`src/rtl/mdu.sv`:
```
// Iterative multiply/divide unit with HI/LO registers: shift-add multiply and
// restoring divide, one result bit per clock, followed by a sign-fix cycle.
module mdu #(
    parameter int WIDTH = 32
) (
    input  logic             clk,
    input  logic             nrst,
    input  logic             start,
    input  logic [2:0]       op,
    input  logic [WIDTH-1:0] a,
    input  logic [WIDTH-1:0] b,
    input  logic             flush,
    output logic             busy,
    output logic             done,
    output logic [WIDTH-1:0] hi,
    output logic [WIDTH-1:0] lo
);
    localparam int CW = $clog2(WIDTH + 1);

    typedef enum logic [1:0] {S_IDLE, S_CALC, S_FIX} state_t;

    state_t             state_q, state_d;
    logic [CW-1:0]      cnt_q, cnt_d;
    logic [2*WIDTH-1:0] acc_q, acc_d;
    logic [WIDTH-1:0]   rem_q, rem_d;
    logic [WIDTH-1:0]   opb_q, opb_d;
    logic [WIDTH-1:0]   araw_q, araw_d;
    logic               is_div_q, is_div_d;
    logic               neg_res_q, neg_res_d;
    logic               neg_rem_q, neg_rem_d;
    logic               div0_q, div0_d;
    logic [WIDTH-1:0]   hi_q, hi_d;
    logic [WIDTH-1:0]   lo_q, lo_d;
    logic               done_q, done_d;

    logic               signed_op, a_neg, b_neg;
    logic [WIDTH-1:0]   a_mag, b_mag;
    logic [WIDTH:0]     sum, r_sh, diff;
    logic [2*WIDTH-1:0] prod_fix;
    logic [WIDTH-1:0]   quot_fix, rem_fix;

    always_comb begin
        state_d   = state_q;
        cnt_d     = cnt_q;
        acc_d     = acc_q;
        rem_d     = rem_q;
        opb_d     = opb_q;
        araw_d    = araw_q;
        is_div_d  = is_div_q;
        neg_res_d = neg_res_q;
        neg_rem_d = neg_rem_q;
        div0_d    = div0_q;
        hi_d      = hi_q;
        lo_d      = lo_q;
        done_d    = 1'b0;

        signed_op = ~op[0];
        a_neg     = signed_op & a[WIDTH-1];
        b_neg     = signed_op & b[WIDTH-1];
        a_mag     = a_neg ? (~a + 1'b1) : a;
        b_mag     = b_neg ? (~b + 1'b1) : b;

        // Multiply adds the multiplicand into the upper half; divide trial-subtracts
        // the divisor from the remainder shifted left by the next dividend bit.
        sum       = {1'b0, acc_q[2*WIDTH-1:WIDTH]} + {1'b0, (acc_q[0] ? opb_q : '0)};
        r_sh      = {rem_q, acc_q[WIDTH-1]};
        diff      = r_sh - {1'b0, opb_q};

        prod_fix  = neg_res_q ? (~acc_q + 1'b1) : acc_q;
        quot_fix  = neg_res_q ? (~acc_q[WIDTH-1:0] + 1'b1) : acc_q[WIDTH-1:0];
        rem_fix   = neg_rem_q ? (~rem_q + 1'b1) : rem_q;

        case (state_q)
            S_IDLE: begin
                if (start) begin
                    case (op)
                        3'd0, 3'd1, 3'd2, 3'd3: begin
                            is_div_d  = op[1];
                            acc_d     = {{WIDTH{1'b0}}, (op[1] ? a_mag : b_mag)};
                            opb_d     = op[1] ? b_mag : a_mag;
                            rem_d     = '0;
                            araw_d    = a;
                            neg_res_d = a_neg ^ b_neg;
                            neg_rem_d = a_neg;
                            div0_d    = op[1] & (b == '0);
                            cnt_d     = CW'(WIDTH);
                            state_d   = S_CALC;
                        end
                        3'd4:    hi_d = a;
                        3'd5:    lo_d = a;
                        default: ;
                    endcase
                end
            end
            S_CALC: begin
                if (is_div_q) begin
                    rem_d = diff[WIDTH] ? r_sh[WIDTH-1:0] : diff[WIDTH-1:0];
                    acc_d = {acc_q[2*WIDTH-1:WIDTH], acc_q[WIDTH-2:0], ~diff[WIDTH]};
                end else begin
                    acc_d = {sum, acc_q[WIDTH-1:1]};
                end
                cnt_d = cnt_q - CW'(1);
                if (cnt_q == CW'(1))
                    state_d = S_FIX;
            end
            S_FIX: begin
                if (!is_div_q) begin
                    hi_d = prod_fix[2*WIDTH-1:WIDTH];
                    lo_d = prod_fix[WIDTH-1:0];
                end else if (div0_q) begin
                    hi_d = araw_q;
                    lo_d = '1;
                end else begin
                    hi_d = rem_fix;
                    lo_d = quot_fix;
                end
                done_d  = 1'b1;
                state_d = S_IDLE;
            end
            default: state_d = S_IDLE;
        endcase

        // Flush overrides everything, including a same-cycle MTHI/MTLO.
        if (flush) begin
            state_d = S_IDLE;
            done_d  = 1'b0;
            hi_d    = hi_q;
            lo_d    = lo_q;
        end
    end

    always_ff @(posedge clk or negedge nrst) begin
        if (!nrst) begin
            state_q   <= S_IDLE;
            cnt_q     <= '0;
            acc_q     <= '0;
            rem_q     <= '0;
            opb_q     <= '0;
            araw_q    <= '0;
            is_div_q  <= 1'b0;
            neg_res_q <= 1'b0;
            neg_rem_q <= 1'b0;
            div0_q    <= 1'b0;
            hi_q      <= '0;
            lo_q      <= '0;
            done_q    <= 1'b0;
        end else begin
            state_q   <= state_d;
            cnt_q     <= cnt_d;
            acc_q     <= acc_d;
            rem_q     <= rem_d;
            opb_q     <= opb_d;
            araw_q    <= araw_d;
            is_div_q  <= is_div_d;
            neg_res_q <= neg_res_d;
            neg_rem_q <= neg_rem_d;
            div0_q    <= div0_d;
            hi_q      <= hi_d;
            lo_q      <= lo_d;
            done_q    <= done_d;
        end
    end

    assign busy = (state_q != S_IDLE);
    assign done = done_q;
    assign hi   = hi_q;
    assign lo   = lo_q;
endmodule
```
`config.mk`:
```
export PLATFORM = sky130hd
export DESIGN_NAME = mdu
export DESIGN_NICKNAME = d
export VERILOG_FILES = /design/src/rtl/mdu.sv
export SDC_FILE = /design/constraint.sdc
export NUM_CORES = 1
export LEC_CHECK = 0
export ABC_AREA = 1
export ABC_CLOCK_PERIOD_IN_PS = 8000
export BUFFER_PORTS_ARGS = -buffer_cell sky130_fd_sc_hd__buf_2
export CAP_MARGIN = 40
export CORE_UTILIZATION = 50
export CTS_CLUSTER_SIZE = 12
export DETAILED_ROUTE_END_ITERATION = 6
export PLACE_DENSITY = 0.68
export SETUP_SLACK_MARGIN = 0.3
export SYNTH_ARGS = -nofsm -noshare
export SYNTH_HDL_FRONTEND = slang
export SYNTH_SLANG_ARGS = --single-unit
```
`constraint.sdc`:
```
create_clock -name clk -period 8 [get_ports clk]
set_clock_uncertainty 0.05 [all_clocks]
set_input_delay 1.2 -clock clk [delete_from_list [all_inputs] [get_ports clk]]
set_output_delay 1.2 -clock clk [all_outputs]
set_load 0.03 [all_outputs]
```
# --- Yosys cells after proc, flatten, opt, wreduce, memory -nomap -nowiden ---
# Cells that the tools add are included.
word_totals:
  regBits: 237
  in_bits: 71
  output_inout_bits: 66
  wordCells: 102
classes:
  add_sub_neg: 8
  n_eq_ne: 17
  n_mux: 37
  bitwise: 12
  reduce_logical: 14
op_table:
  columns: ["cell", "n"]
  rows:
  - ["$mux W32", 19]
  - ["$mux W64", 4]
  - ["$pmux W32 S2", 3]
  - ["$add A32 B1 Y32 const B", 4]
  - ["$not A32 Y32", 4]
  - ["$pmux W64 S2", 1]
  - ["$add A64 B1 Y64 const B", 1]
  - ["$not A64 Y64", 1]
  - ["$add A32 B32 Y33", 1]
  - ["$sub A33 B32 Y33", 1]
  - ["$logic_not A32 Y1", 1]
  - ["$reduce_and A4 Y1", 4]
  - ["$mux W6", 2]
  - ["$pmux W6 S2", 1]
  - ["$reduce_and A3 Y1", 3]
  - ["$mux W2", 4]
  - ["$eq A3 B2 Y1 const B", 2]
  - ["$eq A3 B3 Y1 const B", 2]
  - ["$eq A6 B1 Y1 const B", 1]
  - ["$ne A2 B1 Y1 const B", 3]
  - ["$ne A2 B2 Y1 const B", 3]
  - ["$ne A3 B3 Y1 const B", 2]
  - ["$reduce_bool A2 Y1", 3]
  - ["$sub A6 B1 Y6 const B", 1]
  - ["other kinds (12)", 17]

# --- Longest topological paths before layout ---
logic_depth:
  word_depth: 7
  mapped_depth: 20
  depth_no_buf: 18

# --- Worst setup path after synthesis ---
# No wires, ideal clock.
synth_timing:
  path_kind: "in2reg"
  start: "input a[1]"
  end: "register acc_q[16]"
  setup_time_ps: 77
  arrival_time_ps: 2502
  required_ps: 7873
  path_slack_ps: 5371
  path_stages: 11
  path_buffers: 0
  path_cell_list: "inv_1 > ha_1 > nand4_1 > nor2_1 > nand2_1 > nand2_1 > o21ai_0 > xor2_1 > nand2_1 > nand3_1 > a21oi_1"
synth_via:
  elab_chain_cells: 7
synth_lines:
  columns: ["element", "line_no", "text"]
  rows:
  - ["from (decl)", "10", "input logic [WIDTH-1:0] a,"]
  - ["$not A32 Y32", "60", "a_mag = a_neg ? (~a + 1'b1) : a;"]
  - ["$add A32 B1 Y32", "60", null]
  - ["$mux W32", "60", null]
  - ["$mux W32", "79", "acc_d = {{WIDTH{1'b0}}, (op[1] ? a_mag : b_mag)};"]
  - ["$mux W64", "76", "case (op)"]
  - ["$mux W64", "75", "if (start) begin"]
  - ["$pmux W64 S2", "73", "case (state_q)"]
  - ["to (signal assigned)", "136", "acc_q <= '0;"]
  - ["to (signal assigned)", "150", "acc_q <= acc_d;"]
  - ["to (decl)", "24", "logic [2*WIDTH-1:0] acc_q, acc_d;"]
# No other way between the ends. The select of a mux whose other input is x is not followed.
# A chain may end at the register's enable or synchronous reset.

# --- Worst setup path after layout ---
layout_timing:
  start: "register state_q[0]"
  end: "register acc_q[35]"
layout_via:
  elab_chain_cells: 3
  word_cells_on_any_way: 8
  classes_between: "eq/ne (4); mux (1); reduce/logical (3)"
layout_lines:
  columns: ["element", "line_no", "text"]
  rows:
  - ["from (decl)", "22", "state_t state_q, state_d;"]
  - ["from (signal assigned)", "148", "state_q <= state_d;"]
  - ["$eq A2 B1 Y1 / $logic_not A2 Y1 (equally long branches)", "73", null]
  - ["$ne A2 B2 Y1 (no source line) (tied with other cells)", null, null]
  - ["$reduce_and A4 Y1 (no source line)", null, null]
# Parallel ways exist; a longest one is shown, timed or not.

==> implementation parameters <==
Parameter                              Value

Global route
  First-pass GRT wire length ... 135 mm
  Overall fraction of global-route tracks in use ... 0.430
  Pin count of the biggest net entering global routing ... 102
  Number of antenna violations at the first check in global routing ... 2
  Via count of the first global-routing pass ... 22.0k
  Overflow left after global routing ... 0

Routing
  Average via count per standard cell ... 6.08
  DRC violations left ... 4
  Number of DRC violations after detailed-routing iteration 0 ... 3299
  Pre-Repair DR Iteration Count ... 7
  Total Wirelength ... 91.5 mm
  Via count ... 24.2k
  Antenna Nets Post-Route ... 0
  Drt wl/cell ... 23.0 microns

Power and ir drop
  Pwr per Cell Area ... 484 nW/um^2
  Leakage dissipation ... 11.3 nW
  Largest voltage drop on the vdd net ... 0.281 mV

Floorplan
  Area of the core region ... 40700 sq um
  Area of the die ... 42100 sq um
  Starting density of the core ... 0.507
  X dimension of the die ... 205 microns
  Die outline height ... 205 microns
  Number of core rows ... 74
  Top Ports ... 137

Clock tree
  Number of sinks driven by the clock tree ... 237
  Number of buffers created by CTS ... 28
  TritonCTS clock tree ... built
  Number of hold-repair buffers added at the cts stage ... 0
  Clock transition at the registers of the reported paths ... 0.06 ns
  Clock tree root buffer cell ... sky130_fd_sc_hd__clkbuf_16
  Clock Latency Late Sink ... 0.59 ns
  Post-CTS Setup Bufs ... 0
  Clock Path Buffers ... 3
  Number of gates resized after CTS ... 0
  Max H-tree Level ... 1

Outcome
  Violated checks ... design-rule violations
  Run status ... complete, but fails checks

Placement
  Post-DP Area ... 21700 sq um
  Post-detailed-placement half-perimeter wirelength ... 72.4 mm
  Pre-CTS setup slack ... 3.77 ns
  Buffers added on ports ... 136
  Routability Congestion ... 1.00

Synthesis
  Number of nets in the synthesized netlist ... 3501
  Post-synthesis share of cell area spent on and, or, nand and nor gates ... 0.375
  Post-synth EDFFs ... 0
  Post-synthesis instance area ... 20600 sq um
  Post-synthesis sequential element count ... 237
  Main flop type after synthesis ... sky130_fd_sc_hd__dfrtp_1
  Syn_area_per_cell ... 6.15 sq um
  Area leader, netlist ... sky130_fd_sc_hd__dfrtp_1
  Xor/xnor share of the synthesized area ... 0.0276
  Share of synthesized flip-flops with an asynchronous set or reset ... 1.00
  Main combinational cell family by area after synthesis ... simple AND/OR/NAND/NOR gates
  Register area share after synthesis ... 0.287
  Leading post-synthesis cells by cell area ... sky130_fd_sc_hd__dfrtp_1, sky130_fd_sc_hd__nand2_1, sky130_fd_sc_hd__nor2_1
  Count of different cell masters after synthesis ... 52
  Syn Inst Count ... 3358
  Count of warnings emitted by yosys ... 0
  Proportion of synthesized area in mux cells ... 0
  Adder-cell area share of the yosys netlist ... 0.0444
  Synth top area share ... 0.287
  Compound-Gate Fraction of Synth Area ... 0.173

Critical path
  Type of destination of the critical path ... flop
  CP Data Arrival Time ... 4.38 ns
  Critical path peak fanout ... 52
  CP startpoint kind ... flop
  Worst setup path class ... flop to flop
  Register-to-Register Setup Slack ... 4.04 ns
  CP required ... 8.42 ns

Worst hold path
  Type of the most critical hold path ... flop to flop

STA
  Hold Violations, Final ... 0
  Post-Route Hold Slack ... 0.433 ns
  Number of pins with negative max-slew slack in the final report ... 0
  Final setup violation count ... 0
  Slew at the pin with the worst max-slew slack ... 0.960 ns
  Share of the clock period used by the worst path after layout ... 0.495
  Maximum clock frequency ... 253 MHz
  Min Clock Period, post-route ... 3.96 ns
  Rel. slew slack ... 0.360
  Final total negative setup slack ... 0 ns
  RSZ-0062 raised after global routing ... no
  Worst Slack Setup Final ... 4.04 ns

Cells and area
  Commonest cells after routing, fill and taps aside ... sky130_fd_sc_hd__nand2_1, sky130_fd_sc_hd__nor2_1, sky130_fd_sc_hd__inv_1
  Fraction of layout instances using a drive strength above 1 ... 0.0812
  Net count of the finished layout ... 3571
  Synthesis-to-finish area growth ... 9.51%
  Commonest non-fill, non-tap cell in the layout ... sky130_fd_sc_hd__nand2_1
  Final instance area ... 22600 sq um

Run
  Max Cap Viol ... 0
==> metrics by stage <==
stage	util	total power, mW	instances
after floorplan	-	7.15	3358
after global placement	0.531	9.21	3926
after detailed placement	0.533	9.36	3930
after CTS	0.555	10.7	3981
after global routing	0.555	11.7	3981
final	0.555	11.0	3982
==> state kept, by name, indices dropped and copies added (netlist names), 2 cells and up <==
| name | cells |
|---|---|
| cnt_q | 6 |
| rem_q | 32 |
| lo | 32 |
| acc_q | 64 |
| opb_q | 32 |
| state_q | 2 |
| hi | 32 |
| araw_q | 32 |
==> routing by layer <==
| metal | vias to the layer above | track usage | wire [microns] |
|---|---|---|---|
| li1 | 11100 | - | - |
| met1 | 11300 | 0.598 | 36700 |
| met2 | 1576 | 0.621 | 37900 |
| met3 | 236 | 0.0963 | 11500 |
| met4 | 2 | 0.218 | 5340 |
| met5 | - | 0 | 12 |
==> worst max-delay path, cell delays in order (launching register included) <==
cell and delay (ns):
sky130_fd_sc_hd__dfrtp_1 0.48, sky130_fd_sc_hd__inv_1 0.11, sky130_fd_sc_hd__nor2_2 0.23, sky130_fd_sc_hd__inv_2 0.19, sky130_fd_sc_hd__buf_12 0.22, sky130_fd_sc_hd__nor2_4 0.09
sky130_fd_sc_hd__buf_4 0.53, sky130_fd_sc_hd__inv_1 0.42, sky130_fd_sc_hd__nand2_1 0.66, sky130_fd_sc_hd__inv_1 0.53, sky130_fd_sc_hd__o22ai_1 0.31
==> area by class of cell <==
type,instances,area [sq um]
timing repair buffer,158,908
fill,4157,18100
tap,532,666
sequential,237,5930
inverter,369,1390
multi-input combinational,2634,12800
clock buffer,36,751
clock inverter,15,148
antenna,1,2.50
==> synth_stat cells (2+ instances only) <==
cell,instances
sky130_fd_sc_hd__nand2_4,2
sky130_fd_sc_hd__o31ai_1,3
sky130_fd_sc_hd__nand2_2,23
sky130_fd_sc_hd__nand4_1,38
sky130_fd_sc_hd__xor2_1,45
sky130_fd_sc_hd__nand2_1,942
sky130_fd_sc_hd__o21ai_1,15
sky130_fd_sc_hd__nor3_1,24
sky130_fd_sc_hd__o22ai_1,9
sky130_fd_sc_hd__inv_2,6
sky130_fd_sc_hd__nand3_1,270
sky130_fd_sc_hd__buf_6,5
sky130_fd_sc_hd__fa_1,2
sky130_fd_sc_hd__ha_1,70
sky130_fd_sc_hd__nor4_1,4
sky130_fd_sc_hd__a32oi_1,3
sky130_fd_sc_hd__nand3b_1,17
sky130_fd_sc_hd__a22oi_1,26
sky130_fd_sc_hd__a21oi_1,238
sky130_fd_sc_hd__dfrtp_1,237
sky130_fd_sc_hd__o221ai_1,24
sky130_fd_sc_hd__buf_1,16
sky130_fd_sc_hd__a21boi_0,4
sky130_fd_sc_hd__a31oi_1,17
sky130_fd_sc_hd__o21bai_1,5
sky130_fd_sc_hd__inv_1,361
sky130_fd_sc_hd__a21o_1,9
sky130_fd_sc_hd__o211ai_1,27
sky130_fd_sc_hd__or2_2,14
sky130_fd_sc_hd__nor2_4,9
sky130_fd_sc_hd__nor2_1,507
sky130_fd_sc_hd__xnor2_1,20
sky130_fd_sc_hd__clkbuf_1,64
sky130_fd_sc_hd__o21a_1,4
sky130_fd_sc_hd__clkinv_1,2
sky130_fd_sc_hd__o21ai_2,6
sky130_fd_sc_hd__nand3_2,2
sky130_fd_sc_hd__nor2_2,7
sky130_fd_sc_hd__buf_2,32
sky130_fd_sc_hd__o21ai_0,237
==> where the power goes <==
part | leakage, nW | switching, mW | total (mW) | internal, mW
clock | 0.438 | 0.572 | 1.30 | 0.728
sequential | 2.89 | 0.762 | 2.52 | 1.76
combinational | 7.98 | 5.02 | 7.14 | 2.11
==> kinds of logic (layout without fill, tap and decap cells) <==
logic type / count (synthesis) / after routing
buf+inv: 487 / 578
xor+xnor: 65 / 65
flops: 237 / 237
other cells: 0 / 1
fa+ha+maj: 72 / 72
compound gates: 636 / 636
simple gates: 1861 / 1861
==> path summary, 6_finish.rpt <==
path | from | endpoint | cells after the start
hold / removal | lo[12]$_DFFE_PN0P_ | lo[12]$_DFFE_PN0P_ | 2
hold reg to reg | lo[12]$_DFFE_PN0P_ | lo[12]$_DFFE_PN0P_ | 2
setup reg to reg | state_q[0]$_DFFE_PN0P_ | acc_q[35]$_DFFE_PN0P_ | 10
setup / recovery | state_q[0]$_DFFE_PN0P_ | acc_q[35]$_DFFE_PN0P_ | 10
max in group asynchronous | nrst | acc_q[35]$_DFFE_PN0P_ | 2
min in group asynchronous | nrst | acc_q[62]$_DFFE_PN0P_ | 1
Power figures use the tool's default switching activity.
